==> src/rtl/semafor_monitor.sv <==
// semafor_monitor: passive safety/timing checker for a pedestrian-crossing light controller
// Ports:
//   clk, rst_n            clock (posedge sampling), asynchronous active-low reset
//   buton                 pedestrian button, 1 = pressed
//   semafor_masini        car light, 1 = green
//   semafor_pietoni       pedestrian light, 1 = green
//   clr_err               synchronous clear of the sticky error flags
//   err_*                 sticky violation flags, err_any = OR of them
//   nr_cereri             served pedestrian requests, wraps
module semafor_monitor #(
  parameter int MIN_VERDE_MASINI  = 3,
  parameter int MIN_VERDE_PIETONI = 2,
  parameter int MIN_ROSU_COMUN    = 1,
  parameter int MAX_ASTEPTARE     = 6,
  parameter int CNT_W             = 8
) (
  input  logic             clk,
  input  logic             rst_n,
  input  logic             buton,
  input  logic             semafor_masini,
  input  logic             semafor_pietoni,
  input  logic             clr_err,
  output logic             err_conflict,
  output logic             err_clearance,
  output logic             err_min_masini,
  output logic             err_min_pietoni,
  output logic             err_timeout,
  output logic             err_spurious,
  output logic             err_any,
  output logic [CNT_W-1:0] nr_cereri
);
  typedef enum logic [2:0] {INIT, PH_M, PH_R, PH_P, PH_C} phase_t;
  phase_t           phase_q, phase_d, ph, last_q, last_d;
  logic             first_q, first_d, cerere_q, cerere_d;
  logic             chg, chk, enter_p, idle, new_req, bad_gap;
  logic [CNT_W-1:0] dwell_q, dwell_d, wait_q, wait_d, nr_q, nr_d;
  // {conflict, clearance, min_masini, min_pietoni, timeout, spurious}
  logic [5:0]       err_q, err_d, err_new;
  always_comb begin
    ph      = semafor_masini ? (semafor_pietoni ? PH_C : PH_M) : (semafor_pietoni ? PH_P : PH_R);
    chg     = phase_q != ph;
    chk     = chg && phase_q != INIT;
    enter_p = chk && ph == PH_P;
    idle    = ph != PH_P;
    new_req = idle && !cerere_q && buton;
    phase_d = ph;
    dwell_d = chg ? CNT_W'(1) : (dwell_q == '1 ? dwell_q : dwell_q + 1'b1);
    last_d  = (ph == PH_M || ph == PH_P) ? ph : last_q;
    // the phase loaded right after reset was only partly observed, so its length is not judged
    first_d = phase_q == INIT ? 1'b1 : (chg ? 1'b0 : first_q);
    cerere_d = enter_p ? 1'b0 : (new_req ? 1'b1 : cerere_q);
    wait_d   = new_req ? '0 : ((idle && cerere_q && wait_q != '1) ? wait_q + 1'b1 : wait_q);
    nr_d     = nr_q + CNT_W'(enter_p && cerere_q);
    bad_gap  = phase_q == PH_R && dwell_q < CNT_W'(MIN_ROSU_COMUN) &&
               ((ph == PH_P && last_q == PH_M) || (ph == PH_M && last_q == PH_P));
    err_new[5] = ph == PH_C;
    err_new[4] = chk && ((phase_q == PH_M && ph == PH_P) || (phase_q == PH_P && ph == PH_M) || bad_gap);
    err_new[3] = chk && !first_q && phase_q == PH_M && dwell_q < CNT_W'(MIN_VERDE_MASINI);
    err_new[2] = chk && !first_q && phase_q == PH_P && dwell_q < CNT_W'(MIN_VERDE_PIETONI);
    // wait passes MAX-1 -> MAX exactly once per request, so this fires once
    err_new[1] = idle && cerere_q && wait_q == CNT_W'(MAX_ASTEPTARE - 1);
    err_new[0] = enter_p && !cerere_q;
    err_d      = (clr_err ? 6'b0 : err_q) | err_new;
  end
  always_ff @(posedge clk or negedge rst_n) begin
    if (!rst_n) begin
      phase_q  <= INIT;
      last_q   <= INIT;
      first_q  <= 1'b0;
      dwell_q  <= '0;
      cerere_q <= 1'b0;
      wait_q   <= '0;
      nr_q     <= '0;
      err_q    <= '0;
    end else begin
      phase_q  <= phase_d;
      last_q   <= last_d;
      first_q  <= first_d;
      dwell_q  <= dwell_d;
      cerere_q <= cerere_d;
      wait_q   <= wait_d;
      nr_q     <= nr_d;
      err_q    <= err_d;
    end
  end
  assign {err_conflict, err_clearance, err_min_masini, err_min_pietoni, err_timeout, err_spurious} = err_q;
  assign err_any   = |err_q;
  assign nr_cereri = nr_q;
endmodule
==> config.mk <==
export PLATFORM = sky130hd
export DESIGN_NAME = semafor_monitor
export DESIGN_NICKNAME = d
export VERILOG_FILES = /design/src/rtl/semafor_monitor.sv
export SDC_FILE = /design/constraint.sdc
export NUM_CORES = 1
export LEC_CHECK = 0
export CAP_MARGIN = 5
export CORE_ASPECT_RATIO = 1.2
export CORE_MARGIN = 3
export CORE_UTILIZATION = 52
export CTS_BUF_LIST = sky130_fd_sc_hd__clkbuf_4
export CTS_CLUSTER_DIAMETER = 100
export DETAILED_ROUTE_END_ITERATION = 10
export HOLD_SLACK_MARGIN = 0.08
export PLACE_DENSITY = 0.77
export SLEW_MARGIN = 20
export SYNTH_ARGS = -nofsm -noshare
export SYNTH_HDL_FRONTEND = slang
export SYNTH_SLANG_ARGS = --single-unit
==> constraint.sdc <==
create_clock -name clk -period 2.4 [get_ports clk]
set_clock_uncertainty 0.15 [all_clocks]
set_input_delay 0.36 -clock clk [delete_from_list [all_inputs] [get_ports clk]]
set_output_delay 0.36 -clock clk [all_outputs]
set_load 0.005 [all_outputs]
==> impl_metrics.yaml, run 1 <==
power:
  p_total_mw: 1.73
  ir_worst_vdd_mv: 0.411
  p_per_area_nw_per_um2: 710
  leakage_nw: 1.08
worst_setup_path:
  setup.worst_path.start_class: "flop"
  crit_path_top_delay_cell: "dfrtp_1"
  path_buf_inv: 0
  crit-reg2reg-launch: "phase_q[1]$_DFF_PN0_"
  crit_family: "simple AND/OR/NAND/NOR gates"
  critical_path.cell_chain: "and4b_1, nor4_2, o21a_1, and3_4, ha_4, and3_4, nand3_2, or2_4, xnor2_1"
  critPathMostFrequentCell: "and3_4"
  path_class: "flop to flop"
  critical_path.startpoint: "phase_q[1]$_DFF_PN0_"
  crit_arrival_ns: 2.38
  path_max_fanout: 5
  critPathMaxStageDelay_ns: 0.44
  end_kind: "flop"
  required_ns: 2.49
sta:
  slew_headroom_pct: 68.0
  finalCritPeriodShare_pct: 95.3
  fin_tns_setup_ns: 0
  maxSlewViolCount: 0
  tightest_slew_ns: 0.479
  hold_viol: 0
  rsz0062_at_grt: "true"
  max_freq_mhz: 437
  setup_violations: 0
  fin_ws_ns: 0.112
  period_needed_ns: 2.29
die:
  num_rows: 23
  start_util_pct: 55.7
  fp.dieW_um: 61.5
  die-area_um2: 4460
  pin_count: 21
  core_um2: 3450
  die_y_um: 72.6
cells_and_area:
  final_common_cell: "dfrtp_1"
  final_nets: 244
  final_cell_count_no_fill: 266
  drive_above_1_share_pct: 19.2
  layout_common_cells: "dfrtp_1, buf_4, clkdlybuf4s50_1"
  area_delta_synth_final_pct: 26.9
  finish.utilization_pct: 70.6
  antenna_cells: 0
cts:
  cts_max_level: 2
  ctsRootBufferMaster: "clkbuf_4"
  cts_sinks: 38
  hold_buffers: 0
  clk_latency_ns: 0.34
  clk_pin_slew_ns: 0.11
  cts_tree: "built"
  clockBufferDepth: 2
  cts_made_buffers: 5
logic_synthesis:
  netlist_instances: 183
  synthesis.nets: 198
  ys_ff_latch: 38
  syn_avg_cell_area_um2: 10.5
  synth.distinct_cells: 43
  seq_area_frac_synth_pct: 49.5
  synth_area_um2: 1920
  ys.warnings.count: 0
grt:
  use_met2_pct: 38.0
  grt_usage_pct: 21.4
  antenna_found_initial: 0
  grt_pass1_wl_um: 7220
  grt_busiest_layer: "met2"
  overflow: 0
  grt_pass1_vias: 1561
  grt_max_degree: 39
  gr-usage-met3_pct: 4.78
  use_met1_pct: 25.1
worst_hold_path:
  hold_class: "primary input to flop"
  min_from: "semafor_masini"
drt:
  drt_wl_total_um: 4230
  vias_per_cell: 5.73
  drc: 0
  via_count: 1523
  drt_first_pass_iters: 4
  initialDrtViolationCount: 127
  wl_per_cell_um: 15.9
  ant_nets: 0
job:
  maxCapViolCount: 0
placed_design:
  hpwl_um: 2970
  dp_slack_ns: -0.591
  gp_congestion: 0.820
  numPortBuffers: 20
  dp_cells: 257
run_status:
  run_status: "complete, no violations"
-- layer usage --
metal,wire (um),part of all wire [%],up-vias
met3,154,3.6,6
met4,51,1.2,0
met5,0,0,-
met2,2300,55,41
met1,1720,41,739
li1,-,-,737
-- power breakdown --
| part | internal [mW] | switching, mW | leakage, nW | total, mW |
|---|---|---|---|---|
| Sequential | 0.742 | 0.131 | 0.489 | 0.873 |
| Clock | 0.211 | 0.204 | 0.0387 | 0.414 |
| Combinational | 0.262 | 0.183 | 0.553 | 0.444 |
-- cell type report --
cell class / instances / area [um^2]
Fill cell: 266 / 1010
Clock buffer: 5 / 37.5
Tap cell: 37 / 46.3
Timing Repair Buffer: 42 / 360
Sequential cell: 38 / 952
Clock inverter: 2 / 33.8
Multi-Input combinational cell: 131 / 967
Inverter: 11 / 41.3
-- cell usage after synthesis --
library cell	number	area share, %
or2b_1	2	0.78
nor2_1	17	3.3
and4_4	1	0.59
or3_1	3	0.98
and3_2	1	0.39
mux2_2	2	1.2
nor3_2	1	0.52
nand4_1	2	0.65
mux2i_1	6	3.1
buf_4	1	0.39
nor4b_1	1	0.46
inv_1	11	2.1
o21bai_1	1	0.39
a31oi_1	1	0.33
o2111ai_1	2	0.91
dfrtp_1	38	49
o2bb2ai_1	2	0.91
nor3b_1	2	0.78
nand3_1	8	2.1
nor4_1	4	1.3
and4b_1	1	0.52
nand2_1	11	2.1
ha_1	9	5.9
o21a_1	1	0.39
nand3b_1	3	1.2
a21o_1	1	0.39
nor4_2	1	0.65
or4_1	1	0.39
buf_2	2	0.52
or2_2	1	0.33
xnor2_1	9	4.1
and3b_1	1	0.46
nand4b_1	1	0.46
o21ai_0	6	1.6
nand2b_1	3	0.98
nor2b_1	1	0.33
xor2_1	7	3.2
nor3_1	3	0.78
a211o_1	1	0.46
a211oi_1	1	0.39
a21oi_1	6	1.6
o32ai_1	3	1.4
and3_1	4	1.3
-- per-stage QoR --
stage | hold WS, ns | area [um^2]
after floorplan | -0.0856 | 1930
after global placement | 0.304 | 2310
after detailed placement | 0.313 | 2310
after CTS | 0.279 | 2390
after global routing | 0.199 | 2440
final | 0.199 | 2440
-- worst reg2reg max path, delay by kind of cell (launching register included) --
| family | cells | cell delay (ns) |
|---|---|---|
| AND/OR/NAND/NOR | 6 | 1.19 |
| XOR/XNOR | 1 | 0.12 |
| flip-flops | 1 | 0.44 |
| adder cells (fa/ha/maj) | 1 | 0.13 |
| AO/OA/AOI/OAI | 1 | 0.17 |
-- path summary, 6_finish.rpt --
kind                                     endpoint  slack [ns]  cells after the start
max in group asynchronous    phase_q[2]$_DFF_PN0_        1.46                      2
setup / recovery           nr_cereri[7]$_DFF_PN0_        0.11                      9
setup reg to reg           nr_cereri[7]$_DFF_PN0_        0.11                      9
hold reg to reg            nr_cereri[7]$_DFF_PN0_        0.32                      1
hold / removal               phase_q[1]$_DFF_PN0_        0.20                      3
min in group asynchronous  nr_cereri[4]$_DFF_PN0_        0.27                      2
-- kinds of logic after synthesis --
family / after synthesis / share of synthesized area [%]
muxes: 8 / 4.30
adders and majority gates: 9 / 5.86
DFF: 38 / 49.5
xor gates and xnor gates: 16 / 7.29
and+or+nand+nor: 73 / 21.4
buffers and inverters: 14 / 3.06
AOI/OAI and AO/OA: 25 / 8.66
-- timing repair --
action | in CTS | in global routing
setup buffers | 1 | 1
setup endpoints to repair | 5 | 4
pin swaps | 2 | 6
gates resized for setup | 3 | 10
-- registers in the layout, indices dropped and copies added (netlist names) --
register   flops
cerere_q       1
dwell_q        8
err_q          6
first_q        1
last_q         3
nr_cereri      8
phase_q        3
wait_q         8
No activity file was read; power rests on OpenSTA's default activity.
==> inputs of run 2 (changes only) <==
--- a/config.mk
+++ b/config.mk
@@ -5,15 +5,16 @@
 export SDC_FILE = /design/constraint.sdc
 export NUM_CORES = 1
 export LEC_CHECK = 0
-export CAP_MARGIN = 5
+export CAP_MARGIN = 20
 export CORE_ASPECT_RATIO = 1.2
 export CORE_MARGIN = 3
 export CORE_UTILIZATION = 52
 export CTS_BUF_LIST = sky130_fd_sc_hd__clkbuf_4
 export CTS_CLUSTER_DIAMETER = 100
 export DETAILED_ROUTE_END_ITERATION = 10
-export HOLD_SLACK_MARGIN = 0.08
+export HOLD_SLACK_MARGIN = 0.03
 export PLACE_DENSITY = 0.77
+export RECOVER_POWER = 100
 export SLEW_MARGIN = 20
 export SYNTH_ARGS = -nofsm -noshare
 export SYNTH_HDL_FRONTEND = slang
==> impl_metrics.yaml, run 2 (synthesized netlist as in run 1, its figures left out) <==
run_status:
  run_status: "complete, no violations"
placed_design:
  hpwl_um: 2970
  gp_congestion: 0.820
  placed_area_um2: 2310
  dp_slack_ns: -0.591
  numPortBuffers: 20
sta:
  slew_headroom_pct: 38.4
  fin_tns_setup_ns: 0
  setup_violations: 0
  finalCritPeriodShare_pct: 95.4
  hold_viol: 0
  max_freq_mhz: 437
  maxSlewViolCount: 0
  rsz0062_at_grt: "true"
  period_needed_ns: 2.29
  tightest_slew_ns: 0.924
  fin_ws_ns: 0.110
  hold_slack_ns: 0.215
grt:
  grt_pass1_wl_um: 7220
  use_met2_pct: 38.0
  grt_busiest_layer: "met2"
  grt_max_degree: 39
  grt_pass1_vias: 1561
  antenna_found_initial: 0
  overflow: 0
  grt_usage_pct: 21.4
  use_met1_pct: 25.1
  gr-usage-met3_pct: 4.78
cells_and_area:
  area_delta_synth_final_pct: 26.0
  layout_common_cells: "dfrtp_1, nor2_1, buf_4"
  antenna_cells: 0
  drive_above_1_share_pct: 17.5
  final_nets: 244
  final_common_cell: "dfrtp_1"
  fin_area_um2: 2420
drt:
  ant_nets: 0
  drc: 0
  vias_per_cell: 5.67
  drt_wl_total_um: 4200
  wl_per_cell_um: 15.8
  drt_first_pass_iters: 4
  via_count: 1508
  initialDrtViolationCount: 119
worst_setup_path:
  required_ns: 2.49
  end_kind: "flop"
  path_class: "flop to flop"
  path_max_fanout: 5
  crit_arrival_ns: 2.38
  setup.worst_path.start_class: "flop"
cts:
  clk_pin_slew_ns: 0.11
  cts_made_buffers: 5
  ctsRootBufferMaster: "clkbuf_4"
  hold_buffers: 0
  cts_sinks: 38
  cts_max_level: 2
  clockBufferDepth: 2
  cts_tree: "built"
  clk_latency_ns: 0.34
die:
  die-area_um2: 4460
  pin_count: 21
  fp.dieW_um: 61.5
  num_rows: 23
  start_util_pct: 55.7
  core_um2: 3450
  die_y_um: 72.6
power:
  leakage_nw: 1.09
  p_per_area_nw_per_um2: 708
  p_total_mw: 1.72
  ir_worst_vdd_mv: 0.412
job:
  maxCapViolCount: 0
worst_hold_path:
  hold_class: "primary input to flop"
run 2: cell types whose count changed in the layout (fill, tap and decap cells not counted), sizes merged:
cell / previous run / this run
clkdlybuf4s50: 18 / 5
clkbuf: 6 / 12
buf: 22 / 16
dlygate4sd3: 0 / 13
run 2: metrics by stage:
step / instances / util, %
after floorplan: 183 / -
after global placement: 257 / 66.8
after detailed placement: 257 / 66.8
after CTS: 265 / 69.3
after global routing: 266 / 70.1
final: 266 / 70.1
run 2: repair_timing:
| action | CTS | global route |
|---|---|---|
| pin swaps | 2 | 6 |
| gates cloned | 0 | 0 |
| resized for setup | 3 | 10 |
| buffers inserted | 1 | 1 |
| setup endpoints to repair | 5 | 4 |
run 2: final cells by class:
| class | instances | area (um^2) |
|---|---|---|
| well taps | 37 | 46.3 |
| clock buffers | 5 | 37.5 |
| inverters | 11 | 41.3 |
| flip-flops and latches | 38 | 952 |
| repair buffers | 42 | 349 |
| fillers | 273 | 1030 |
| clock inverters | 2 | 33.8 |
| multi-input cells | 131 | 962 |
run 2: layer usage:
| layer | routed length, um | share of wire (%) |
|---|---|---|
| met3 | 126 | 3.0 |
| met4 | 62 | 1.5 |
| met5 | 0 | 0 |
| met2 | 2290 | 54 |
| met1 | 1720 | 41 |
run 2: final timing paths:
path                                   startpoint                endpoint  slack [ns]  cells past startpoint
max                          phase_q[1]$_DFF_PN0_  nr_cereri[7]$_DFF_PN0_        0.11                      9
min reg2reg                nr_cereri[7]$_DFF_PN0_  nr_cereri[7]$_DFF_PN0_        0.32                      1
min                                semafor_masini    phase_q[1]$_DFF_PN0_        0.21                      3
max in group asynchronous                   rst_n    phase_q[2]$_DFF_PN0_        0.95                      2
min in group asynchronous                   rst_n  nr_cereri[4]$_DFF_PN0_        0.51                      2
max reg2reg                  phase_q[1]$_DFF_PN0_  nr_cereri[7]$_DFF_PN0_        0.11                      9
run 2: report_power, final:
group	switching (mW)	leakage [nW]	total [mW]	internal [mW]
Sequential	0.129	0.489	0.872	0.742
Clock	0.205	0.0387	0.415	0.211
Combinational	0.182	0.566	0.428	0.246
Total	0.516	1.09	1.72	1.20
run 2: worst max-delay path, cell delays in order (launching register included):
cell and delay (ns):
dfrtp_1 0.44, and4b_1 0.21, nor4_2 0.30, o21a_1 0.17, and3_4 0.20, ha_4 0.13, and3_4 0.17, nand3_2 0.07
or2_4 0.23, xnor2_1 0.12
